===== src/rtl/i2c_target_if.sv =====
// Bus bundle between the I2C target and its surroundings: split SDA/SCL pad
// signals plus the byte-wide register port.
interface i2c_target_if;
   logic       scl_i;
   logic       sda_i;
   logic       sda_o;
   logic       sda_t;
   logic [7:0] reg_addr;
   logic [7:0] reg_wdata;
   logic       reg_we;
   logic       reg_re;
   logic [7:0] reg_rdata;
   logic       busy;

   modport slave (
      input  scl_i, sda_i, reg_rdata,
      output sda_o, sda_t, reg_addr, reg_wdata, reg_we, reg_re, busy
   );

   modport master (
      output scl_i, sda_i, reg_rdata,
      input  sda_o, sda_t, reg_addr, reg_wdata, reg_we, reg_re, busy
   );
endinterface


===== src/rtl/i2c_target.sv =====
// 7-bit-address I2C target with an 8-bit register pointer; never drives SCL.
//
// state      | meaning
// -----------+-----------------------------------------------------------
// ST_IDLE    | bus free, waiting for START
// ST_ADDR    | shifting in the address byte
// ST_ADDR_ACK| address matched, driving ACK; R/W selects next state
// ST_WR_PTR  | receiving the register pointer
// ST_PTR_ACK | ACKing the pointer byte
// ST_WR_DATA | receiving a write data byte
// ST_DATA_ACK| ACKing a write data byte
// ST_RD_BYTE | shifting a read byte out on SDA
// ST_RD_ACK  | SDA released, sampling the master's ACK/NACK
// ST_IGNORE  | not addressed or read ended; wait for START/STOP
module i2c_target #(
   parameter logic [6:0] DEV_ADDR   = 7'h41,
   parameter int         FILTER_LEN = 3
) (
   input  logic          clk,
   input  logic          rst,
   i2c_target_if.slave   bus
);

   typedef enum logic [3:0] {
      ST_IDLE,
      ST_ADDR,
      ST_ADDR_ACK,
      ST_WR_PTR,
      ST_PTR_ACK,
      ST_WR_DATA,
      ST_DATA_ACK,
      ST_RD_BYTE,
      ST_RD_ACK,
      ST_IGNORE
   } state_t;

   // index 1 = scl, index 0 = sda
   logic [1:0]      pad_in;
   logic [1:0]      sync1, sync2, filt, filt_q;
   logic [1:0][3:0] cnt;

   assign pad_in = {bus.scl_i, bus.sda_i};

   // A new level is accepted only after FILTER_LEN consecutive identical samples.
   always_ff @(posedge clk or posedge rst) begin
      if (rst) begin
         sync1  <= 2'b11;
         sync2  <= 2'b11;
         filt   <= 2'b11;
         filt_q <= 2'b11;
         cnt    <= '0;
      end else begin
         sync1  <= pad_in;
         sync2  <= sync1;
         filt_q <= filt;
         for (int i = 0; i < 2; i++) begin
            if (sync2[i] == filt[i]) begin
               cnt[i] <= 4'd0;
            end else if (cnt[i] == 4'(FILTER_LEN - 1)) begin
               filt[i] <= sync2[i];
               cnt[i]  <= 4'd0;
            end else begin
               cnt[i] <= cnt[i] + 4'd1;
            end
         end
      end
   end

   logic scl_f, scl_q, sda_f, sda_q;
   logic start_evt, stop_evt, scl_rise, scl_fall;

   assign scl_f     = filt[1];
   assign scl_q     = filt_q[1];
   assign sda_f     = filt[0];
   assign sda_q     = filt_q[0];
   assign start_evt = scl_f & scl_q & sda_q & ~sda_f;
   assign stop_evt  = scl_f & scl_q & ~sda_q & sda_f;
   assign scl_rise  = scl_f & ~scl_q;
   assign scl_fall  = ~scl_f & scl_q;

   state_t     state;
   logic [7:0] shift;
   logic [2:0] bit_cnt;
   logic [7:0] ptr;
   logic       rw;
   logic       re_d1;
   logic       inc_pend;
   logic [7:0] rx_byte;
   logic       last_bit;

   assign rx_byte   = {shift[6:0], sda_f};
   assign last_bit  = (bit_cnt == 3'd7);
   assign bus.sda_o = 1'b0;

   always_ff @(posedge clk or posedge rst) begin
      if (rst) begin
         state         <= ST_IDLE;
         shift         <= '0;
         bit_cnt       <= '0;
         ptr           <= '0;
         rw            <= 1'b0;
         re_d1         <= 1'b0;
         inc_pend      <= 1'b0;
         bus.sda_t     <= 1'b1;
         bus.reg_addr  <= '0;
         bus.reg_wdata <= '0;
         bus.reg_we    <= 1'b0;
         bus.reg_re    <= 1'b0;
         bus.busy      <= 1'b0;
      end else begin
         bus.reg_we <= 1'b0;
         bus.reg_re <= 1'b0;
         re_d1      <= bus.reg_re;
         inc_pend   <= 1'b0;
         if (inc_pend) ptr <= ptr + 8'd1;
         // read data is taken two clk after the read strobe
         if (re_d1) shift <= bus.reg_rdata;

         if (stop_evt) begin
            state     <= ST_IDLE;
            bus.busy  <= 1'b0;
            bus.sda_t <= 1'b1;
         end else if (start_evt) begin
            state     <= ST_ADDR;
            bit_cnt   <= 3'd0;
            bus.sda_t <= 1'b1;
         end else begin
            case (state)
               ST_IDLE: ;
               ST_ADDR: begin
                  if (scl_rise) begin
                     shift   <= rx_byte;
                     bit_cnt <= bit_cnt + 3'd1;
                     if (last_bit) begin
                        if (rx_byte[7:1] == DEV_ADDR) begin
                           state    <= ST_ADDR_ACK;
                           bus.busy <= 1'b1;
                           rw       <= rx_byte[0];
                        end else begin
                           state    <= ST_IGNORE;
                           bus.busy <= 1'b0;
                        end
                     end
                  end
               end
               ST_ADDR_ACK: begin
                  if (scl_fall) begin
                     bus.sda_t <= 1'b0;
                  end else if (scl_rise) begin
                     bit_cnt <= 3'd0;
                     if (rw) begin
                        state        <= ST_RD_BYTE;
                        bus.reg_addr <= ptr;
                        bus.reg_re   <= 1'b1;
                     end else begin
                        state <= ST_WR_PTR;
                     end
                  end
               end
               ST_PTR_ACK, ST_DATA_ACK: begin
                  if (scl_fall) begin
                     bus.sda_t <= 1'b0;
                  end else if (scl_rise) begin
                     bit_cnt <= 3'd0;
                     state   <= ST_WR_DATA;
                  end
               end
               ST_WR_PTR: begin
                  if (scl_fall) begin
                     bus.sda_t <= 1'b1;
                  end else if (scl_rise) begin
                     shift   <= rx_byte;
                     bit_cnt <= bit_cnt + 3'd1;
                     if (last_bit) begin
                        ptr   <= rx_byte;
                        state <= ST_PTR_ACK;
                     end
                  end
               end
               ST_WR_DATA: begin
                  if (scl_fall) begin
                     bus.sda_t <= 1'b1;
                  end else if (scl_rise) begin
                     shift   <= rx_byte;
                     bit_cnt <= bit_cnt + 3'd1;
                     if (last_bit) begin
                        bus.reg_wdata <= rx_byte;
                        bus.reg_addr  <= ptr;
                        bus.reg_we    <= 1'b1;
                        inc_pend      <= 1'b1;
                        state         <= ST_DATA_ACK;
                     end
                  end
               end
               ST_RD_BYTE: begin
                  if (scl_fall) begin
                     bus.sda_t <= shift[7];
                     shift     <= {shift[6:0], 1'b0};
                  end else if (scl_rise) begin
                     bit_cnt <= bit_cnt + 3'd1;
                     if (last_bit) state <= ST_RD_ACK;
                  end
               end
               ST_RD_ACK: begin
                  if (scl_fall) begin
                     bus.sda_t <= 1'b1;
                  end else if (scl_rise) begin
                     bit_cnt <= 3'd0;
                     if (!sda_f) begin
                        ptr          <= ptr + 8'd1;
                        bus.reg_addr <= ptr + 8'd1;
                        bus.reg_re   <= 1'b1;
                        state        <= ST_RD_BYTE;
                     end else begin
                        state <= ST_IGNORE;
                     end
                  end
               end
               ST_IGNORE: bus.sda_t <= 1'b1;
               default:   state     <= ST_IDLE;
            endcase
         end
      end
   end

endmodule


===== src/flat_wrapper.sv =====
// flat-port wrapper written by rule: the top's interface ports become plain ports
module i2c_target_flat 
#(
   parameter logic [6:0] DEV_ADDR   = 7'h41,
   parameter int         FILTER_LEN = 3
)
  (clk, rst, bus_scl_i, bus_sda_i, bus_reg_rdata, bus_sda_o, bus_sda_t, bus_reg_addr, bus_reg_wdata, bus_reg_we, bus_reg_re, bus_busy);
  i2c_target_if bus_i ();
  input  logic clk;
  input  logic rst;
  input wire logic [$bits(bus_i.scl_i)-1:0] bus_scl_i;
  input wire logic [$bits(bus_i.sda_i)-1:0] bus_sda_i;
  input wire logic [$bits(bus_i.reg_rdata)-1:0] bus_reg_rdata;
  output wire logic [$bits(bus_i.sda_o)-1:0] bus_sda_o;
  output wire logic [$bits(bus_i.sda_t)-1:0] bus_sda_t;
  output wire logic [$bits(bus_i.reg_addr)-1:0] bus_reg_addr;
  output wire logic [$bits(bus_i.reg_wdata)-1:0] bus_reg_wdata;
  output wire logic [$bits(bus_i.reg_we)-1:0] bus_reg_we;
  output wire logic [$bits(bus_i.reg_re)-1:0] bus_reg_re;
  output wire logic [$bits(bus_i.busy)-1:0] bus_busy;
  assign bus_i.scl_i = bus_scl_i;
  assign bus_i.sda_i = bus_sda_i;
  assign bus_i.reg_rdata = bus_reg_rdata;
  assign bus_sda_o = bus_i.sda_o;
  assign bus_sda_t = bus_i.sda_t;
  assign bus_reg_addr = bus_i.reg_addr;
  assign bus_reg_wdata = bus_i.reg_wdata;
  assign bus_reg_we = bus_i.reg_we;
  assign bus_reg_re = bus_i.reg_re;
  assign bus_busy = bus_i.busy;
  i2c_target #(.DEV_ADDR(DEV_ADDR), .FILTER_LEN(FILTER_LEN)) u_core (.clk(clk), .rst(rst), .bus(bus_i));
endmodule

===== config.mk =====
export PLATFORM = sky130hd
export DESIGN_NAME = i2c_target_flat
export DESIGN_NICKNAME = d
export VERILOG_FILES = /design/src/rtl/i2c_target_if.sv /design/src/rtl/i2c_target.sv /design/src/flat_wrapper.sv
export SDC_FILE = /design/constraint.sdc
export NUM_CORES = 1
export LEC_CHECK = 0
export ABC_AREA = 1
export BUFFER_PORTS_ARGS = -buffer_cell sky130_fd_sc_hd__buf_2
export CAP_MARGIN = 40
export CORE_MARGIN = 2
export CORE_UTILIZATION = 54
export CTS_CLUSTER_DIAMETER = 100
export CTS_CLUSTER_SIZE = 14
export DETAILED_ROUTE_END_ITERATION = 10
export GPL_ROUTABILITY_DRIVEN = 0
export PLACE_DENSITY_LB_ADDON = 0.12
export SLEW_MARGIN = 20
export SYNTH_ARGS = -nofsm -noshare
export SYNTH_HDL_FRONTEND = slang
export SYNTH_SLANG_ARGS = --single-unit

===== constraint.sdc =====
create_clock -name clk -period 1.65 [get_ports clk]
set_input_delay 0.165 -clock clk [delete_from_list [all_inputs] [get_ports clk]]
set_output_delay 0.165 -clock clk [all_outputs]
set_load 0.02 [all_outputs]

== After elaboration in Yosys (flattened, before gate mapping) ==
Cells that the tools add are included.
Storage, ports and cells
  output and inout bits: 21
  register bits after elaboration: 61
  input bits: 12
Cells by class
  $add $sub $neg: 4
  equality and inequality tests: 49
  reductions and logical operators: 23
  multiplexer cells: 87
  bitwise operators: 16
Operators by type and width (number)
  8-bit two-way mux: 24
  4-bit two-way mux: 25
  4-bit by 1-bit != test with 1-bit output (second input constant): 14
  8-bit one-hot mux with 3 select lines: 2
  4-bit one-hot mux with 8 select lines: 1
  1-bit two-way mux: 25
  4-bit by 2-bit != test with 1-bit output (second input constant): 6
  3-bit two-way mux: 6
  18-bit AND reduction: 1
  4-bit by 2-bit == test with 1-bit output (second input constant): 4
  4-bit by 3-bit == test with 1-bit output (second input constant): 4
  8-bit one-hot mux with 2 select lines: 1
  12-bit AND reduction: 1
  6-bit AND reduction: 2
  2-bit by 1-bit != test with 1-bit output (second input constant): 5
  2-bit != test (second input constant): 5
  1-bit NOT: 9
  3-bit one-hot mux with 3 select lines: 1
  3-bit OR reduction: 3
  4-bit by 1-bit adder with 4-bit output (second input constant): 2
  8-bit by 1-bit adder with 8-bit output (second input constant): 1
  4-bit == test (second input constant): 2
  4-bit AND reduction: 2
  1-bit bitwise AND: 7
  18 further kinds: 26

== Longest topological paths before layout ==
  word-level depth: 8
  mapped depth: 11
  depth with buffers taken out: 10

== Least setup slack after synthesis ==
No wires, ideal clock.
  kind: register -> register
  start point: register u_core.filt[0]
  end point: register u_core.bus.reg_addr[7]
  arrival: 1.471 ns
  buffers on the path: 1
  path slack: 0.115 ns
  clock period less this slack: 1.535 ns
  stages on the path, launching flop included: 10
  path through: dfstp_2 > buf_4 > nor2_1 > nand2_1 > nand2_2 > inv_1 > nand3_4 > nor2_8 > nand2_1 > nand2_1
Between the ends
  longest elaborated chain between the ends: 4
  elaborated cells on any way between the ends: 7
  classes of those cells: eq/ne (1); bitwise (5); reduce/logical (1)
Ends and longest elaborated chain
  start: declaration: line i2c_target.sv:39  | logic [1:0] sync1, sync2, filt, filt_q;
  start signal: indexed assignment: line i2c_target.sv:60  | filt[i] <= sync2[i];
  1-bit NOT: line i2c_target.sv:76  | assign start_evt = scl_f & scl_q & sda_q & ~sda_f;
  1-bit bitwise AND: line i2c_target.sv:76
  1-bit NOT (no line)
  12-bit AND reduction (no line) (*)
  end signal: assignment: line i2c_target.sv:153  | bus.reg_addr <= ptr;
  end signal: assignment: line i2c_target.sv:188  | bus.reg_addr <= ptr;
  end signal: assignment: line i2c_target.sv:211  | bus.reg_addr <= ptr + 8'd1;
  end: declaration: line i2c_target_if.sv:17  | output sda_o, sda_t, reg_addr, reg_wdata, reg_we, reg_re, busy
Every way passes the cells marked *; elsewhere a longest branch is shown, timed or not.
A chain may end at the register's enable or synchronous reset.

== Final worst setup path ==
  start point: register u_core.filt[0]
  end point: register u_core.shift[0]
Between the ends
  longest elaborated chain between the ends: 5
  elaborated cells on any way between the ends: 8
  classes of those cells: mux (5); bitwise (3)
Ends and longest elaborated chain
  8-bit two-way mux: line i2c_target.sv:131, i2c_target.sv:171, i2c_target.sv:183
  8-bit two-way mux: line i2c_target.sv:181  | if (scl_fall) begin
  8-bit one-hot mux with 3 select lines: line i2c_target.sv:128  | case (state)
  8-bit two-way mux: line i2c_target.sv:123  | end else if (start_evt) begin
  8-bit two-way mux (*): line i2c_target.sv:119  | if (stop_evt) begin
  end signal: assignment: line i2c_target.sv:117  | if (re_d1) shift <= bus.reg_rdata;
  end signal: assignment: line i2c_target.sv:132  | shift <= rx_byte;
  end signal: assignment: line i2c_target.sv:184  | shift <= rx_byte;
  end: declaration: line i2c_target.sv:82  | logic [7:0] shift;
Marked as above.

==> run_results.csv <==
group,metric,value,unit
setup_path,reg2reg_setup_slack,0.09,ns
synth,synthTopCellsByArea,"dfrtp_1, nand2_1, nand3_1",
route,wl_met3,296,um
setup_path,crit_type,"reg -> reg",
synth,ys_types,34,
synth,synth.avg_cell_area,7.87,um2
timing,clock_skew,0.0119,ns
placement,port_buffers,31,
placement,dp.cells,555,
global_route,grt_pass1_vias,2976,
clock_network,cts_tree,"built",
setup_path,cp.arrival,1.79,ns
synth,synthArstFlopShare,100,%
synth,synth_edf_count,0,
route,num_vias,3002,
synth,synthFlopType,"dfrtp_1",
route,post-route-drc-count,0,
final_layout,final_util,65.1,%
setup_path,r2r-start,"u_core.filt[0]",
clock_network,path_clk_slew,0.08,ns
die,initial_core_util,55.2,%
route,routed_wl,7660,um
die,die_h,84.1,um
global_route,grt_max_degree,37,
pwr,powerDensity,1580,nW/um2
synth,yosysSeqAreaShare,44.4,%
synth,yosysWarningCount,0,
setup_path,r2r-end,"u_core.shift[0]",
route,top_layer,"met4",
placement,detailed_place_hpwl,5770,um
timing,timing.final.crit_share,94.7,%
final_layout,areaGrowthSynthToFinish,18.0,%
worst_hold_path,hold_path.class,"in -> reg",
synth,syn_area,3460,um2
route,wl_per_cell,13.2,um
pwr,ir_drop,0.00102,V
clock_network,cts_root_buf,"clkbuf_8",
final_layout,num-nets-final,515,
global_route,grt_use_total,23.3,%
die,die_width,84.1,um
route,drtPass1Iterations,5,
clock_network,cts-htree-levels,3,
timing,setup_viol,0,
global_route,grt_pass1_wl,13100,um
global_route,gr-total-overflow,0,
worst_hold_path,holdCritStartpoint,"bus_reg_rdata[2]",
synth,syn_nets,459,
final_layout,layout.cells.non_filler,578,
synth,yosysTopAreaCell,"dfrtp_1",
worst_hold_path,whs_path_depth,3,
worst_hold_path,min_to,"u_core.shift[2]",
synth,yosysTopAreaCellShare,37.6,%
run,cap_violations,0,
die,die_area,7070,um2
die,ios,33,
setup_path,cp-end-kind,"flip-flop",
die,coreArea,6280,um2
setup_path,required,1.87,ns
setup_path,cp_max_fo,5,
route,vias_per_cell,5.19,
synth,ys_ff_latch,61,
timing,hold_viol,0,
timing,period_needed,1.56,ns
synth,synthCells,440,
final_layout,drive_gt1_share,25.0,%
setup_path,critPathLaunchType,"flip-flop",
timing,fmax,640,MHz
pwr,total_leakage_power,2.14,nW
global_route,antenna_found_initial,0,
route,wl_met2,3850,um
clock_network,clk_path_buf_depth,2,
route,wl_met1,3380,um
die,std_cell_rows,29,
route,drt-initial-drc-count,203,
setup_path,ff2ff_path_depth,7,
route,ant_nets,0,
clock_network,cts_num_sinks,61,
clock_network,cts_made_buffers,9,
timing,rsz0062_at_grt,"true",
status,outcome,"completed",
clock_network,clk_latency,0.35,ns
final_layout,antenna_cells_inserted,0,
timing,slew_violations,0,
cell type report:
class | instances | area, um2
clock inverter | 7 | 75.1
clock buffer | 9 | 124
timing repair buffer | 56 | 363
multi-input combinational | 319 | 1700
fill | 546 | 2190
inverter | 49 | 193
sequential | 61 | 1540
tap | 77 | 96.3
worst max path at each step:
stage / from / end / slack (ns)
finish: u_core.filt[0] / u_core.shift[0] / 0.09
global route: u_core.filt[0] / u_core.shift[7] / -0.008
CTS: u_core.bit_cnt[0] / u_core.bus.reg_wdata[0] / 0.04
detailed placement: u_core.bit_cnt[0] / u_core.bus.reg_wdata[0] / 0.06
global placement: u_core.bit_cnt[0] / u_core.bus.reg_wdata[1] / 0.1
floorplan: u_core.filt[0] / u_core.bus.reg_addr[7] / 0.11
through the flow:
stage	worst slack, ns	hold WS [ns]	instance area [um2]	setup TNS (ns)	power [mW]
after floorplan	0.115	0.169	3470	0	4.26
after global placement	0.0953	0.0998	3790	0	4.93
after detailed placement	0.0639	0.102	3790	0	5.01
after CTS	0.0442	0.118	4020	0	6.37
after global routing	-0.00779	0.135	4090	-0.0235	6.97
final	0.0873	0.124	4090	0	6.46
worst max-delay path: stages, from the launching register on:
cell     delay [ns]
dfstp_2        0.61
nor2_1         0.07
nand2_1        0.11
nand2_2        0.11
nor2_1         0.19
o21ai_0        0.12
o21ai_0        0.16
nand2_1        0.08
power by group:
| part | total, mW | internal (mW) | leakage, nW | switching (mW) |
|---|---|---|---|---|
| logic | 2.81 | 1.03 | 1.26 | 1.78 |
| registers | 2.31 | 1.93 | 0.792 | 0.384 |
| clock network | 1.34 | 0.701 | 0.0918 | 0.642 |
| total | 6.46 | 3.66 | 2.14 | 2.80 |
routing by layer:
metal | track usage [%] | vias to the layer above
met3 | 4.95 | 11
met5 | 0 | -
met2 | 39.7 | 66
met4 | 8.94 | 0
met1 | 28.8 | 1399
li1 | - | 1526
synth_stat cells, drive strengths merged (5+ instances only):
cell type	instances
nand4	5
nor2	39
inv	49
o21ai	47
nand2	133
xor2	6
buf	9
dfrtp	52
nand3	59
dfstp	9
a21oi	11
ha	7
cell families (layout without fill, tap and decap cells):
| group | Yosys count | count (layout) | synth area share (%) |
|---|---|---|---|
| mux | 1 | 1 | 0.289 |
| buf+inv | 60 | 121 | 7.59 |
| xor+xnor | 9 | 9 | 2.28 |
| flops | 61 | 61 | 44.4 |
| compound gates | 63 | 63 | 10.8 |
| fa+ha+maj | 7 | 7 | 2.53 |
| simple gates | 238 | 238 | 32.0 |
| other cells | 1 | 1 | 0.108 |
cell usage in the layout (no fill, tap or decap), drive strengths merged:
cell         Yosys  final
nand3           59     59
nand4            5      5
dlygate4sd3      0      3
o21ai           47     47
nor2            39     39
o211ai           4      4
dfstp            9      9
ha               7      7
a21oi           11     11
nor3             1      1
clkbuf           2      9
bufinv           0      1
xnor2            3      3
nand2          133    133
inv             49     49
o21bai           1      1
or2              1      1
conb             1      1
clkinv           0      2
buf              9     53
xor2             6      6
dfrtp           52     52
mux2i            1      1
clkinvlp         0      4
state kept, by name, summed over array words and instances (netlist names), 2 cells and up:
register              count
u_core.bus.reg_addr       8
u_core.cnt                8
u_core.state              4
u_core.sync1              2
u_core.bus.reg_wdata      8
u_core.filt_q             2
u_core.sync2              2
u_core.filt               2
u_core.bit_cnt            3
u_core.shift              8
u_core.ptr                8
what timing repair did:
item | in CTS | in global routing
endpoints found under the setup margin | 0 | 27
endpoints found under the hold margin | 44 | 0
buffers inserted | 0 | 4
hold buffers | 3 | 0
resized for setup | 0 | 14
Power figures use the tool's default switching activity.
